--- src/rtl/otter_pkg.sv ---
// rtl/otter_pkg.sv - shared state, opcode and funct3 constants for the OTTER control unit
package otter_pkg;

  typedef enum logic [2:0] {
    st_INIT = 3'd0,
    st_FET  = 3'd1,
    st_EX   = 3'd2,
    st_WB   = 3'd3,
    st_INTR = 3'd4,
    st_ERR  = 3'd5
  } state_type;

  typedef enum logic [6:0] {
    LOAD   = 7'b0000011,
    STORE  = 7'b0100011,
    BRANCH = 7'b1100011,
    LUI    = 7'b0110111,
    AUIPC  = 7'b0010111,
    OP_IMM = 7'b0010011,
    OP_RG3 = 7'b0110011,
    JAL    = 7'b1101111,
    JALR   = 7'b1100111,
    SYSTEM = 7'b1110011
  } opcode_t;

  // funct3 of the privileged SYSTEM group (mret); any other value is a CSR access
  localparam logic [2:0] FUNCT3_PRIV = 3'b000;

endpackage

--- src/rtl/otter_cu_wait_timer.sv ---
// rtl/otter_cu_wait_timer.sv - memory wait counter with timeout compare
module otter_cu_wait_timer #(
  parameter int MEM_TIMEOUT = 16
) (
  input  logic clk,
  input  logic RST,
  input  logic clear,
  input  logic inc,
  output logic expired
);

  localparam int CW      = (MEM_TIMEOUT > 0) ? $clog2(MEM_TIMEOUT + 1) : 1;
  localparam int LIMIT_I = (MEM_TIMEOUT > 0) ? MEM_TIMEOUT - 1 : 0;
  localparam logic [CW-1:0] LIMIT = CW'(LIMIT_I);

  logic [CW-1:0] count;

  // Count consecutive not-ready cycles; any state change restarts the count
  always_ff @(posedge clk) begin
    if (RST || clear) begin
      count <= '0;
    end else if (inc) begin
      count <= count + CW'(1);
    end
  end

  // Expiry is seen during the last permitted wait cycle so the FSM can leave on that edge;
  // a zero timeout never expires and the counter is allowed to wrap harmlessly
  assign expired = (MEM_TIMEOUT != 0) && (count == LIMIT);

endmodule

--- src/rtl/otter_cu_fsm_v2.sv ---
// rtl/otter_cu_fsm_v2.sv - multicycle OTTER control unit with memory handshakes and interrupts
module otter_cu_fsm_v2
  import otter_pkg::*;
#(
  parameter int MEM_TIMEOUT = 16,
  parameter bit INTR_EN     = 1'b1
) (
  input  logic       clk,
  input  logic       RST,
  input  logic       intr,
  input  logic       csr_mie,
  input  logic [6:0] opcode,
  input  logic [2:0] funct3,
  input  logic       imem_ready,
  input  logic       dmem_ready,
  output logic       pcWrite,
  output logic       regWrite,
  output logic       memWE2,
  output logic       memRDEN1,
  output logic       memRDEN2,
  output logic       reset,
  output logic       csr_we,
  output logic       int_taken,
  output logic       mret_exec,
  output logic       illegal,
  output logic       bus_err
);

  state_type ps, ns;
  logic      intr_pending;
  logic      waiting;
  logic      expired;
  logic      take_int;
  logic      timer_clear;
  logic      timer_inc;

  otter_cu_wait_timer #(
    .MEM_TIMEOUT(MEM_TIMEOUT)
  ) u_wait_timer (
    .clk    (clk),
    .RST    (RST),
    .clear  (timer_clear),
    .inc    (timer_inc),
    .expired(expired)
  );

  assign timer_clear = (ns != ps);
  assign timer_inc   = waiting && !timer_clear;

  // State register
  always_ff @(posedge clk) begin
    if (RST) begin
      ps <= st_INIT;
    end else begin
      ps <= ns;
    end
  end

  // Interrupt latch: a level request is remembered until it is actually serviced,
  // so masking via csr_mie delays it without losing it
  always_ff @(posedge clk) begin
    if (RST) begin
      intr_pending <= 1'b0;
    end else if (INTR_EN && intr) begin
      intr_pending <= 1'b1;
    end else if (ns == st_INTR) begin
      intr_pending <= 1'b0;
    end
  end

  // Output decode and next-state selection
  always_comb begin
    pcWrite   = 1'b0;
    regWrite  = 1'b0;
    memWE2    = 1'b0;
    memRDEN1  = 1'b0;
    memRDEN2  = 1'b0;
    reset     = 1'b0;
    csr_we    = 1'b0;
    int_taken = 1'b0;
    mret_exec = 1'b0;
    illegal   = 1'b0;
    bus_err   = 1'b0;
    waiting   = 1'b0;
    take_int  = 1'b0;
    ns        = ps;

    case (ps)
      st_INIT: begin
        reset = 1'b1;
        ns    = st_FET;
      end

      st_FET: begin
        memRDEN1 = 1'b1;
        if (imem_ready) begin
          ns = st_EX;
        end else begin
          waiting = 1'b1;
          if (expired) ns = st_ERR;
        end
      end

      st_EX: begin
        case (opcode)
          LOAD: begin
            memRDEN2 = 1'b1;
            if (dmem_ready) begin
              ns = st_WB;
            end else begin
              waiting = 1'b1;
              if (expired) ns = st_ERR;
            end
          end
          STORE: begin
            memWE2 = 1'b1;
            if (dmem_ready) begin
              pcWrite = 1'b1;
            end else begin
              waiting = 1'b1;
              if (expired) ns = st_ERR;
            end
          end
          BRANCH: begin
            pcWrite = 1'b1;
          end
          LUI, AUIPC, OP_IMM, OP_RG3, JAL, JALR: begin
            pcWrite  = 1'b1;
            regWrite = 1'b1;
          end
          SYSTEM: begin
            pcWrite = 1'b1;
            if (funct3 == FUNCT3_PRIV) begin
              mret_exec = 1'b1;
            end else begin
              csr_we   = 1'b1;
              regWrite = 1'b1;
            end
          end
          default: begin
            illegal = 1'b1;
            pcWrite = 1'b1;
          end
        endcase
      end

      st_WB: begin
        regWrite = 1'b1;
        pcWrite  = 1'b1;
      end

      st_INTR: begin
        int_taken = 1'b1;
        pcWrite   = 1'b1;
        ns        = st_FET;
      end

      st_ERR: begin
        bus_err = 1'b1;
        ns      = st_ERR;
      end

      default: begin
        ns = st_INIT;
      end
    endcase

    // An instruction completes when it loads the PC; that is the only point an
    // interrupt may be entered, and never straight out of an mret
    if (pcWrite && (ps == st_EX || ps == st_WB)) begin
      take_int = INTR_EN && intr_pending && csr_mie && !mret_exec;
      ns       = take_int ? st_INTR : st_FET;
    end
  end

endmodule
--- config.mk ---
export PLATFORM = sky130hd
export DESIGN_NAME = otter_cu_fsm_v2
export DESIGN_NICKNAME = d
export VERILOG_FILES = /design/src/rtl/otter_pkg.sv /design/src/rtl/otter_cu_wait_timer.sv /design/src/rtl/otter_cu_fsm_v2.sv
export SDC_FILE = /design/constraint.sdc
export NUM_CORES = 1
export LEC_CHECK = 0
export ABC_AREA = 1
export CAP_MARGIN = 25
export CORE_UTILIZATION = 35
export DETAILED_ROUTE_END_ITERATION = 16
export GPL_ROUTABILITY_DRIVEN = 0
export PLACE_DENSITY = 0.69
export SYNTH_ARGS = -nofsm -noshare
export SYNTH_HDL_FRONTEND = slang
export SYNTH_SLANG_ARGS = --single-unit
--- constraint.sdc ---
create_clock -name clk -period 3.5 [get_ports clk]
set_clock_uncertainty 0.15 [all_clocks]
set_input_delay 0.35 -clock clk [delete_from_list [all_inputs] [get_ports clk]]
set_output_delay 0.35 -clock clk [all_outputs]
set_load 0.01 [all_outputs]
# Word level (Yosys, flattened, before mapping)
# Cells that the tools add are included.
# classes
n_eq_ne	18
reduce_logical	16
addsub	1
mux	35
# ops
operator	count
== test 7 bit (second input constant)	4
two-way mux 1 bit	22
== test 7 x 6 -> 1 bit (second input constant)	3
two-way mux 3 bit	6
one-hot mux 3 bit (5 select lines)	1
== test 7 x 5 -> 1 bit (second input constant)	2
one-hot mux 1 bit (2 select lines)	5
OR reduction 10 bit	1
== test 3 bit (second input constant)	3
== test 7 x 2 -> 1 bit (second input constant)	1
== test 3 x 2 -> 1 bit (second input constant)	2
logical NOT 3 bit	2
one-hot mux 3 bit (2 select lines)	1
OR reduction 2 bit	3
OR reduction 6 bit	1
adder 5 x 1 -> 5 bit (second input constant)	1
== test 5 x 4 -> 1 bit (second input constant)	1
logical AND 1 bit	4
== test 3 x 1 -> 1 bit (second input constant)	1
inequality test 3 bit	1
logical NOT 1 bit	2
logical OR 1 bit	2
nonzero test 2 bit	1
# totals
regBits	9
input_bits	16
elab_cells	73

# Depth between registers and ports, before layout
# logic_depth
word_depth	11
mapped_depth	15
mapped_depth_nobuf	15

# Cells and area by module
# Synthesis repeated with hierarchy kept, for this count alone.
# hier_totals
cells_unflattened	162
hier_area_um2	918.4
# modules_own_cells
mod	seq_area_each_um2	area_each_um2	instances	cells_each
otter_cu_fsm_v2	80.1	673.1	1	133
otter_cu_wait_timer	100.1	245.2	1	29

# Worst setup path after synthesis
# Ideal clock, no wire load.
# synth_timing
kind	reg2reg
start	register u_wait_timer.count[0]
end	register u_wait_timer.count[3]
n_path_buf	0
setup_slack_ns	1.478
setup_time_ns	0.066
arrival_ns	1.806
synth_period_minus_slack_ns	2.022
t_required_ns	3.284
stages_incl_launch_ff	15
path_cell_list	dfxtp_1 > ha_1 > nand2_1 > nor2_1 > ha_1 > inv_1 > nand3_1 > o21ai_0 > a21boi_0 > nand3_1 > nand2_2 > inv_1 > nor2_2 > nand3_1 > a21oi_2
# synth_via
elab_chain_len	9
word_cells_on_any_way	13
cone_classes	add/sub (1); eq/ne (2); mux (7); reduce/logical (3)
# synth_rtl
element	line	text
start: declaration	otter_cu_wait_timer.sv:16	logic [CW-1:0] count;
start signal: assignment	otter_cu_wait_timer.sv:23	count <= count + CW'(1);
== test 5 x 4 -> 1 bit	otter_cu_wait_timer.sv:29	assign expired = (MEM_TIMEOUT != 0) && (count == LIMIT);
two-way mux 3 bit	otter_cu_fsm_v2.sv:100, otter_cu_fsm_v2.sv:112, otter_cu_fsm_v2.sv:121	
two-way mux 3 bit (on tied branches)	otter_cu_fsm_v2.sv:117, otter_cu_fsm_v2.sv:108	
one-hot mux 3 bit (2 select lines)	otter_cu_fsm_v2.sv:105	case (opcode)
one-hot mux 3 bit (5 select lines)	otter_cu_fsm_v2.sv:88	case (ps)
two-way mux 3 bit	otter_cu_fsm_v2.sv:170	if (pcWrite && (ps == st_EX || ps == st_WB)) begin
inequality test 3 bit	otter_cu_fsm_v2.sv:47	assign timer_clear = (ns != ps);
logical NOT 1 bit	otter_cu_fsm_v2.sv:48	assign timer_inc = waiting && !timer_clear;
logical AND 1 bit	otter_cu_fsm_v2.sv:48	
# Several ways; a longest one is shown, not always the timed one.
# A chain may end at the register's enable or synchronous reset.

# Worst setup path after layout
# layout_timing
start	input port opcode[2]
end	output port regWrite
# layout_via
elab_chain_len	4
word_cells_on_any_way	10
cone_classes	eq/ne (7); mux (2); reduce/logical (1)
# layout_rtl
element	line	text
start: declaration	otter_cu_fsm_v2.sv:12	input logic [6:0] opcode,
== test 7 x 6 -> 1 bit (tied with other cells)	otter_cu_fsm_v2.sv:105	
OR reduction 6 bit	n/a	
one-hot mux 1 bit (2 select lines) *	otter_cu_fsm_v2.sv:105	
one-hot mux 1 bit (2 select lines) *	otter_cu_fsm_v2.sv:88	
end: declaration	otter_cu_fsm_v2.sv:17	output logic regWrite,
# Mark *: on every way between the ends. The rest lies on a longest branch, timed or not.

==> flow_summary.toml <==
[floorplan]
die_area_mm2 = 0.00265
start_util_pct = 38.0
die_h_um = 51.5
coreArea_mm2 = 0.00225
fp.dieW_um = 51.5
rows = 17
num_io_pins = 27

[detailed_routing]
drt-wirelength-per-cell_um = 10.5
first_pass_iters = 4
wl_um = 2130
drc_errors = 0
vias = 1021
ant_nets = 0
drtIter0Drc = 23
via_per_inst = 5.05

[synthesis]
ys_warn_count = 0
synth_compound_area_share_pct = 13.2
synth-main-ff-cell = "dfxtp_1"
avgSynthCellArea_um2 = 5.94
yosys-top-cells-area = "dfxtp_1, nor2_1, nand3_1, nand2_1, inv_1"
async_flop_share_pct = 0
syn_inst = 144
muxShareOfSynthArea_pct = 0
synth_top_area_share_pct = 21.1
synthesis.area_um2 = 856
yosys.area_share.adder_pct = 2.92
synth_cell_types = 27
synth_simple_gate_area_share_pct = 51.3
synth_top_family_by_area = "simple AND/OR/NAND/NOR gates"
synth-seq-area-share_pct = 21.1
synth_edf_count = 0
synth_xor_area_share_pct = 1.02
synth-seq-cells = 9
synth.largest_area_cell = "dfxtp_1"
synth_fp_nets = 162

[final_layout]
final_area_mm2 = 0.00118
syn2layout_area_growth_pct = 37.6
finalNonFillerCells = 202
final_layout_size_suffix_gt1_share_pct = 13.8
antenna_cells = 0
fin_nets = 193

[critical_path]
path_cells = "clkdlybuf4s50_1 -> nor2_1 -> nand2_1 -> nor2_1 -> nand2_1 -> a41oi_1 -> clkdlybuf4s50_1"
path_buf_inv = 2
critical_path_class = "input pin to output port"
end_kind = "output port"
r2r_cells = 14
start_kind = "input pin"
worstPathRequired_ps = 3000
slowest_delay_ps = 560
cp_max_fo = 6
cp_data_arrival_time_ps = 2200
path_delay_family = "buffers and inverters"
slowest_stage = "clkdlybuf4s50_1"
path_depth = 7

[timing]
fin_crit_sh_pct = 77.0
hold_viol = 0
whs_ps = 332
tightest_slew_ps = 364
fmax_mhz = 371
slew_headroom_pct = 75.6
fin_crit_ps = 2700
layout_setup_ws_ps = 803
rsz0062_at_grt = "false"
drv_slew = 0
finalSetupViolations = 0
fin_tns_setup_ps = 0

[clock_network]
numCtsBuffers = 3
clkSinkCount = 9
insertion_delay_ps = 260
clk_path_buf_depth = 2
postCtsSetupBuffers = 0
clk_pin_slew_ps = 60
root_buffer = "clkbuf_4"
post_cts_resized = 0
cts_tree = "built"
hold_buffers = 0
h-tree-depth = 1

[global_route]
grt_max_degree = 10
grt_usage_pct = 18.5
antenna_found_initial = 0
gr-total-overflow = 0
grt_pass1_wl_um = 3770
grt_pass1_vias = 918

[pwr]
p_per_area_mw_per_mm2 = 239
p_clk_share_pct = 28.5
internal_power_w = 0.000192
seq_power_share_pct = 39.4
switching_share_pct = 32.0
p_sw_w = 0.0000903
peakVddDrop_uv = 294
leakage_nw = 0.495
pwr-share-comb_pct = 32.0

[run]
drv_cap = 0

[placed_design]
place_inst = 198
portBuffers = 26
dpl-instance-area_mm2 = 0.00115
hpwl_um = 1820
place_ws_ps = 806

[hold_path]
hold_class = "flop to flop"
hold_path_depth = 2

[status]
status = "completed"
-- area by class of cell --
cell class	count	area, um^2
Clock buffer	4	26.3
Fill cell	249	1080
Inverter	24	90.1
Multi-Input combinational cell	111	586
Sequential cell	9	180
Tap cell	28	35.0
Timing Repair Buffer	26	260
-- synth_stat cells, types with 2 or more instances --
cell type  number
a21oi_1         6
a21oi_2         3
dfxtp_1         9
ha_1            2
inv_1          20
inv_2           4
nand2_1        22
nand2_2         5
nand2_4         2
nand3_1        18
nand4_1         3
nor2_1         27
nor2_2          2
nor2_4          2
nor3_1          3
nor4_1          2
o21ai_0         2
o21ai_1         2
or2_2           2
-- placed cells by master (no fill, tap or decap) --
master and n:
nor2_4 2, nand2_1 22, clkdlybuf4s50_1 26, xor2_1 1, ha_1 2, o22ai_1 1, nor4_1 2, nand4_1 3
nand3b_1 1, nand2_2 5, nand3_2 1, a21boi_0 1, nand2_4 2, inv_1 20, or2_2 2, a21oi_2 3
nand3_1 18, a31oi_1 1, clkbuf_4 3, a21oi_1 6, dfxtp_1 9, o21ai_1 2, clkbuf_1 1, a41oi_1 1
o211ai_1 1, o21ai_0 2, nor3_1 3, inv_2 4, nor2_2 2, nor2_1 27
-- power by group through the flow --
stage | registers [W] | logic (W) | clock network, W
floorplan | 0.000112 | 0.0000527 | 0
global placement | 0.000113 | 0.0000892 | 0
detailed placement | 0.000113 | 0.0000903 | 0
CTS | 0.000111 | 0.0000907 | 0.0000836
global route | 0.000112 | 0.000101 | 0.0000891
finish | 0.000111 | 0.0000903 | 0.0000805
-- tightest hold or removal path, stage by stage, from the launching register on --
cell	delay (ps)
dfxtp_1	310
nand2_1	80
a21oi_2	50
-- routing by layer --
| metal | GRT usage [%] | share of wire (%) |
|---|---|---|
| met2 | 30.3 | 46 |
| met1 | 24.3 | 47 |
| met3 | 4.76 | 7.3 |
| met5 | 0 | 0 |
| met4 | 3.60 | 0.19 |
-- cell families (layout without fill, tap and decap cells) --
logic type               count (synthesis)  count (layout)
XOR/XNOR                                 1               1
flip-flops                               9               9
buffers and inverters                   24              54
adder cells (fa/ha/maj)                  2               2
AND/OR/NAND/NOR                         90              90
AO/OA/AOI/OAI                           18              18
-- per-stage QoR --
step | total power, W | util, %
floorplan | 0.000165 | -
global placement | 0.000203 | 51.1
detailed placement | 0.000204 | 51.1
CTS | 0.000285 | 52.2
global route | 0.000302 | 52.2
finish | 0.000282 | 52.2
-- flip-flops by register name, summed over array words and instances, names as in the netlist --
name,flops
u_wait_timer.count,5
ps,3
intr_pending,1
-- final timing paths --
path	start	to	slack, ps
max	opcode[2]	regWrite	800
min	u_wait_timer.count[3]	u_wait_timer.count[3]	330
max reg2reg	u_wait_timer.count[0]	u_wait_timer.count[3]	1110
min reg2reg	u_wait_timer.count[3]	u_wait_timer.count[3]	330
(Power assumes the default switching activity.)
